==> src/rtl/riscv_pkg.sv <==
// Shared RV32I decode definitions: opcodes, control encodings, immediate
// formats and the ID/EX pipeline bundle.
package riscv_pkg;

  localparam logic [6:0] OP_LOAD   = 7'b0000011;
  localparam logic [6:0] OP_STORE  = 7'b0100011;
  localparam logic [6:0] OP_R      = 7'b0110011;
  localparam logic [6:0] OP_I      = 7'b0010011;
  localparam logic [6:0] OP_BRANCH = 7'b1100011;
  localparam logic [6:0] OP_JAL    = 7'b1101111;

  typedef enum logic [2:0] {
    ALU_ADD = 3'b000,
    ALU_SUB = 3'b001,
    ALU_AND = 3'b010,
    ALU_OR  = 3'b011,
    ALU_SLT = 3'b101
  } alu_ctrl_t;

  typedef enum logic [1:0] {
    RES_ALU = 2'b00,
    RES_MEM = 2'b01,
    RES_PC4 = 2'b10
  } result_src_t;

  typedef enum logic [1:0] {
    IMM_I,
    IMM_S,
    IMM_B,
    IMM_J
  } imm_src_t;

  typedef struct packed {
    logic [31:0] rd1;
    logic [31:0] rd2;
    logic [31:0] imm_ext;
    logic [31:0] pc;
    logic [31:0] pc_plus4;
    logic [4:0]  rs1;
    logic [4:0]  rs2;
    logic [4:0]  rd;
    logic        reg_write;
    logic        mem_write;
    logic        jump;
    logic        branch;
    logic        alu_src;
    logic        illegal;
    result_src_t result_src;
    alu_ctrl_t   alu_control;
  } id_ex_t;

  function automatic logic [31:0] imm_gen(input logic [31:0] instr, input imm_src_t src);
    case (src)
      IMM_S:   return {{20{instr[31]}}, instr[31:25], instr[11:7]};
      IMM_B:   return {{20{instr[31]}}, instr[7], instr[30:25], instr[11:8], 1'b0};
      IMM_J:   return {{12{instr[31]}}, instr[19:12], instr[20], instr[30:21], 1'b0};
      default: return {{20{instr[31]}}, instr[31:20]};
    endcase
  endfunction

endpackage

==> src/rtl/register_file.sv <==
// 32x32 integer register file: two combinational reads, one write,
// x0 hardwired to zero and same-cycle write-through to the read ports.
module register_file (
  input  logic        clk,
  input  logic        rst,
  input  logic [4:0]  a1,
  input  logic [4:0]  a2,
  input  logic        we3,
  input  logic [4:0]  a3,
  input  logic [31:0] wd3,
  output logic [31:0] rd1,
  output logic [31:0] rd2
);

  logic [31:0] regs [32];
  logic        wr_en;

  assign wr_en = we3 && (a3 != 5'd0);

  always_ff @(posedge clk) begin
    if (rst) begin
      for (int unsigned i = 0; i < 32; i++) regs[i] <= '0;
    end else if (wr_en) begin
      regs[a3] <= wd3;
    end
  end

  // Bypass lets a WB write and a decode read of the same register share a cycle.
  always_comb begin
    if (a1 == 5'd0)                rd1 = '0;
    else if (wr_en && (a1 == a3))  rd1 = wd3;
    else                           rd1 = regs[a1];

    if (a2 == 5'd0)                rd2 = '0;
    else if (wr_en && (a2 == a3))  rd2 = wd3;
    else                           rd2 = regs[a2];
  end

endmodule

==> src/rtl/decode_stage.sv <==
// RV32I decode stage: IF/ID register, register file, main/ALU decoders,
// immediate generation and the ID/EX register feeding execute.
module decode_stage
  import riscv_pkg::*;
(
  input  logic        clk,
  input  logic        rst,
  input  logic [31:0] instr_f,
  input  logic [31:0] pc_f,
  input  logic [31:0] pc_plus4_f,
  input  logic        stall_d,
  input  logic        flush_d,
  input  logic        flush_e,
  input  logic        reg_write_w,
  input  logic [4:0]  rd_w,
  input  logic [31:0] result_w,
  output logic [4:0]  rs1_d,
  output logic [4:0]  rs2_d,
  output logic [31:0] rd1_e,
  output logic [31:0] rd2_e,
  output logic [31:0] imm_ext_e,
  output logic [31:0] pc_e,
  output logic [31:0] pc_plus4_e,
  output logic [4:0]  rs1_e,
  output logic [4:0]  rs2_e,
  output logic [4:0]  rd_e,
  output logic        reg_write_e,
  output logic        mem_write_e,
  output logic        jump_e,
  output logic        branch_e,
  output logic        alu_src_e,
  output logic        illegal_e,
  output logic [1:0]  result_src_e,
  output logic [2:0]  alu_control_e
);

  logic [31:0] instr_d, pc_d, pc_plus4_d;
  logic [31:0] rd1_d, rd2_d;
  logic [6:0]  opcode;
  logic [2:0]  funct3;
  logic        alu_decode;
  id_ex_t      id_ex_d, id_ex_q;

  always_ff @(posedge clk) begin
    if (rst || flush_d) begin
      instr_d    <= '0;
      pc_d       <= '0;
      pc_plus4_d <= '0;
    end else if (!stall_d) begin
      instr_d    <= instr_f;
      pc_d       <= pc_f;
      pc_plus4_d <= pc_plus4_f;
    end
  end

  assign opcode = instr_d[6:0];
  assign funct3 = instr_d[14:12];
  assign rs1_d  = instr_d[19:15];
  assign rs2_d  = instr_d[24:20];

  register_file u_register_file (
    .clk (clk),
    .rst (rst),
    .a1  (rs1_d),
    .a2  (rs2_d),
    .we3 (reg_write_w),
    .a3  (rd_w),
    .wd3 (result_w),
    .rd1 (rd1_d),
    .rd2 (rd2_d)
  );

  always_comb begin
    id_ex_d          = '0;
    alu_decode       = 1'b0;
    id_ex_d.rd1      = rd1_d;
    id_ex_d.rd2      = rd2_d;
    id_ex_d.pc       = pc_d;
    id_ex_d.pc_plus4 = pc_plus4_d;
    id_ex_d.rs1      = rs1_d;
    id_ex_d.rs2      = rs2_d;
    id_ex_d.rd       = instr_d[11:7];

    case (opcode)
      OP_LOAD: begin
        id_ex_d.reg_write  = 1'b1;
        id_ex_d.alu_src    = 1'b1;
        id_ex_d.result_src = RES_MEM;
        id_ex_d.imm_ext    = imm_gen(instr_d, IMM_I);
      end
      OP_STORE: begin
        id_ex_d.mem_write  = 1'b1;
        id_ex_d.alu_src    = 1'b1;
        id_ex_d.imm_ext    = imm_gen(instr_d, IMM_S);
      end
      OP_R: begin
        id_ex_d.reg_write  = 1'b1;
        alu_decode         = 1'b1;
      end
      OP_I: begin
        id_ex_d.reg_write  = 1'b1;
        id_ex_d.alu_src    = 1'b1;
        id_ex_d.imm_ext    = imm_gen(instr_d, IMM_I);
        alu_decode         = 1'b1;
      end
      OP_BRANCH: begin
        id_ex_d.branch      = 1'b1;
        id_ex_d.alu_control = ALU_SUB;
        id_ex_d.imm_ext     = imm_gen(instr_d, IMM_B);
      end
      OP_JAL: begin
        id_ex_d.jump       = 1'b1;
        id_ex_d.reg_write  = 1'b1;
        id_ex_d.result_src = RES_PC4;
        id_ex_d.imm_ext    = imm_gen(instr_d, IMM_J);
      end
      default: id_ex_d.illegal = 1'b1;
    endcase

    // An unsupported funct3 turns an otherwise legal ALU op into an illegal bubble.
    if (alu_decode) begin
      case (funct3)
        3'b000:  id_ex_d.alu_control = (opcode == OP_R && instr_d[30]) ? ALU_SUB : ALU_ADD;
        3'b010:  id_ex_d.alu_control = ALU_SLT;
        3'b110:  id_ex_d.alu_control = ALU_OR;
        3'b111:  id_ex_d.alu_control = ALU_AND;
        default: begin
          id_ex_d.reg_write = 1'b0;
          id_ex_d.alu_src   = 1'b0;
          id_ex_d.imm_ext   = '0;
          id_ex_d.illegal   = 1'b1;
        end
      endcase
    end
  end

  always_ff @(posedge clk) begin
    if (rst || flush_e) id_ex_q <= '0;
    else                id_ex_q <= id_ex_d;
  end

  assign rd1_e         = id_ex_q.rd1;
  assign rd2_e         = id_ex_q.rd2;
  assign imm_ext_e     = id_ex_q.imm_ext;
  assign pc_e          = id_ex_q.pc;
  assign pc_plus4_e    = id_ex_q.pc_plus4;
  assign rs1_e         = id_ex_q.rs1;
  assign rs2_e         = id_ex_q.rs2;
  assign rd_e          = id_ex_q.rd;
  assign reg_write_e   = id_ex_q.reg_write;
  assign mem_write_e   = id_ex_q.mem_write;
  assign jump_e        = id_ex_q.jump;
  assign branch_e      = id_ex_q.branch;
  assign alu_src_e     = id_ex_q.alu_src;
  assign illegal_e     = id_ex_q.illegal;
  assign result_src_e  = id_ex_q.result_src;
  assign alu_control_e = id_ex_q.alu_control;

endmodule

==> config.mk <==
export PLATFORM = sky130hd
export DESIGN_NAME = decode_stage
export DESIGN_NICKNAME = d
export VERILOG_FILES = /design/src/rtl/riscv_pkg.sv /design/src/rtl/register_file.sv /design/src/rtl/decode_stage.sv
export SDC_FILE = /design/constraint.sdc
export NUM_CORES = 2
export LEC_CHECK = 0
export ABC_CLOCK_PERIOD_IN_PS = 4790
export BUFFER_PORTS_ARGS = -buffer_cell sky130_fd_sc_hd__buf_2
export CORE_UTILIZATION = 40
export DETAILED_ROUTE_END_ITERATION = 8
export HOLD_SLACK_MARGIN = 0.03
export PLACE_DENSITY_LB_ADDON = 0.1
export SLEW_MARGIN = 20
export SYNTH_ARGS = -nofsm -noshare
export SYNTH_HDL_FRONTEND = slang
export SYNTH_SLANG_ARGS = --single-unit
export TNS_END_PERCENT = 1
==> constraint.sdc <==
create_clock -name clk -period 4.79 [get_ports clk]
set_input_delay 0.958 -clock clk [delete_from_list [all_inputs] [get_ports clk]]
set_output_delay 0.958 -clock clk [all_outputs]
set_load 0.03 [all_outputs]
==> summary.md <==
| Metric | Value |
|---|---|
| Status | finished with violations |
| Failing checks | DRC |
| Layout Cells excl Fill | between 6000 and 7000 |
| Crit path max-delay cell type | dfxtp_4 |
| Synth area leader | edfxtp_1 |
| TritonCTS clock tree | yes |
| Post-CTS Hold Fix Bufs | 0 |
| Required time of the critical path | 5.49 ns |
| RSZ-0062 raised after global routing | no |
| R2R Path Start | instr_d[18] |
| Area share of the largest cell type after synthesis | 48.6% |
| Slew Viols, Final | 0 |
| Routed via count | 41400 |
| Clock transition at path regs | 0.06 ns |
| H-tree Lvls | 4 |
| # rows | ~150 |
| Crit share post-route | about three quarters |
| Dpl hpwl | 150000 um |
| Cts bufs inserted | 151 |
| First-pass GRT wire length | 328000 um |
| Clock sinks | 1295 |
| Async S/R FF share, synth | 0% |
| Post-synth cell types | slightly above 60 |
| Startpoint types | flop |
| Via/cell ratio | 6.01 |
| Drt drc | 2 |
| Critical Path Sink Type | flop |
| Initial antenna violation count | 28 |
| Sequential area share after synthesis | 57.2% |
| Initial core utilization | 40.4% |
| Vias in the first global route | 40485 |
| Final min period | 3.51 ns |
| Synthesis Warnings | 0 |
| Min-delay worst type | primary input to flop |
| Worst-case reg-to-reg path depth | 6 |
| Reg-to-reg slack, setup | 1.28 ns |
| Largest net degree at the start of global routing | 80 |
| Setup Buffers After CTS | 0 |
| Layout cells sized above 1 | 27.3% |
| Pwr Density | about 370 nW/um2 |
| Post-Synthesis Cells | 4477 |
| GP Congestion | 0.870 |
| GRT Util Overall | 29.4% |
| Detailed Route WL | 236000 um |
| Worst path cell trace | or3_2 > buf_4 > o221ai_1 > a221oi_1 > nor2_1 > a22o_1 |
| Hold path startpoint | pc_plus4_f[2] |
| Mapped Area | 63300 um2 |
| Final setup vio count | 0 |
| Synthesis-to-layout area growth | 14.6% |
| Seq cells post-synth | ~1300 |
| Final TNS setup | 0 ns |
| Most numerous cell in the Yosys netlist | and2_1 |
| Global route overflow | 0 |
| Drt first pass iters | 9 |
| Post-route cell area | a little over 70000 um2 |
| Mean Syn Cell Area | 14.1 um2 |
| Hold endpoint | pc_plus4_d[2] |
| VDD IR-drop max | ~0.35 mV |
| Die height | 400 um |
| EDFF count, synth | 1024 |
| Clk_skew | 0.0358 ns |
| Layout Nets | 4843 |
| PostCTS Resize Cnt | 0 |
| Pleak | 25.4 nW |
| Critical Path Fanout Max | 32 |
| Max incr delay on CP | a little over 0.9 ns |
| Fmax | 285 MHz |
| Maxcap violations | 0 |
| Die X | 400 um |
| Port bufs | 334 |
| Actual slew at the worst max-slew pin | 1.14 ns |
| CORE AREA | approximately 160000 um2 |
| Die ar. | 160000 um2 |
| Final Hold Viols | 0 |
| Max clock buf depth | 3 |
| ANT nets after route | 0 |
| Top cells by area, synth | edfxtp_1 49%, mux4_2 14%, and2_1 11% |
| FILL cells | 13863 |
| Reg-to-reg endpoint | rd1_e[3] |
| Top FF cell, synth | edfxtp_1 |
| Iter 0 DRT Violations | 4994 |
| Rel. slew slack | 23.9% |
| CTS root buf | clkbuf_16 |
| Worst-skew pair later-pin latency | 0.82 ns |
| Drt wl/cell | 34.3 um |
| Final core occ | 46.3% |
| Hold path cells | 3 |
| Commonest cells post-synth | 1083 x and2_1, 1024 x edfxtp_1, 397 x mux4_2 |
| Post-Place Cells | 6609 |
| Worst Path Arrival | around 4.2 ns |
| DP Area | 67600 um2 |
| Worst Setup Path Type | flop to flop |
| I/O pins | 335 |
worst max-delay path by stage:
| stage | from | end | slack [ns] | cells past startpoint |
|---|---|---|---|---|
| floorplan | rd_w[4] | u_register_file.regs[18][0] | 1.98 | 4 |
| global placement | rst | u_register_file.regs[9][9] | 1.30 | 8 |
| detailed placement | rst | u_register_file.regs[9][9] | 1.36 | 8 |
| CTS | instr_d[16] | rs1_d[1] | 1.24 | 3 |
| global route | instr_d[16] | rs1_d[1] | 1.23 | 3 |
| finish | instr_d[18] | rd1_e[3] | 1.28 | 6 |
per-layer routing:
layer | track usage, % | vias up | routed length (um)
met5 | 0 | - | 73
met4 | 11.3 | 8 | 9520
met3 | 5.73 | 404 | 20000
met2 | 46.3 | 2188 | 109000
met1 | 40.1 | 21547 | 97800
li1 | - | 17253 | -
cells by family after synthesis:
kind of cell,synth area share (%)
XOR/XNOR,0.138
buffers and inverters,3.45
flip-flops,57.2
AO/OA/AOI/OAI,5.39
other,0.00592
AND/OR/NAND/NOR,13.4
multiplexers,20.4
cell type report:
| type | instances | area (um2) | area share, % |
|---|---|---|---|
| Antenna cell | 10 | 25.0 | 0.0345 |
| Clock buffer | 207 | 4140 | 5.71 |
| Clock inverter | 62 | 717 | 0.989 |
| Inverter | 7 | 26.3 | 0.0362 |
| Multi-Input combinational cell | 2729 | 25300 | 34.9 |
| Sequential cell | 1295 | 36200 | 49.9 |
| Tap cell | 2058 | 2570 | 3.55 |
| Timing Repair Buffer | 520 | 3500 | 4.82 |
cells in the final DEF (no fill, tap or decap), drive strengths merged, types with 38 or more instances in the layout:
cell    instances
a21oi          51
nand3          38
clkbuf        207
and2         1083
mux4          397
nor2          178
a22oi          60
buf           520
a22o           49
o21ai          45
mux2i         315
dfxtp         271
mux2           75
clkinv         48
nand2          70
edfxtp       1024
o221ai         74
through the flow:
stage | setup slack, ns | total power, W | hold WS, ns
after floorplan | 1.98 | 0.0145 | 0.430
after global placement | 1.30 | 0.0156 | 0.433
after detailed placement | 1.36 | 0.0156 | 0.439
after CTS | 1.24 | 0.0269 | 0.329
after global routing | 1.23 | 0.0275 | 0.347
final | 1.28 | 0.0268 | 0.374
power by group:
group / switching [W] / internal (W) / total [W]
clock network: 0.00505 / 0.00636 / 0.0114
logic: 0.00147 / 0.000908 / 0.00238
registers: 0.000344 / 0.0127 / 0.0130
worst max-delay path, delay by kind of cell (launching register included):
family	cells	cell delay, ns
simple gates	2	0.92
buf+inv	1	0.40
flops	1	0.91
compound gates	3	1.07
flip-flops by register name, summed over array words and instances, names as in the netlist, 2 cells and up:
signal	count
u_register_file.regs	1024
instr_d	32
pc_d	32
pc_e	32
pc_plus4_d	32
pc_plus4_e	32
rd1_e	32
rd2_e	32
imm_ext_e	21
rd_e	5
rs1_e	5
rs2_e	5
alu_control_e	3
result_src_e	2
(Power assumes the default switching activity.)
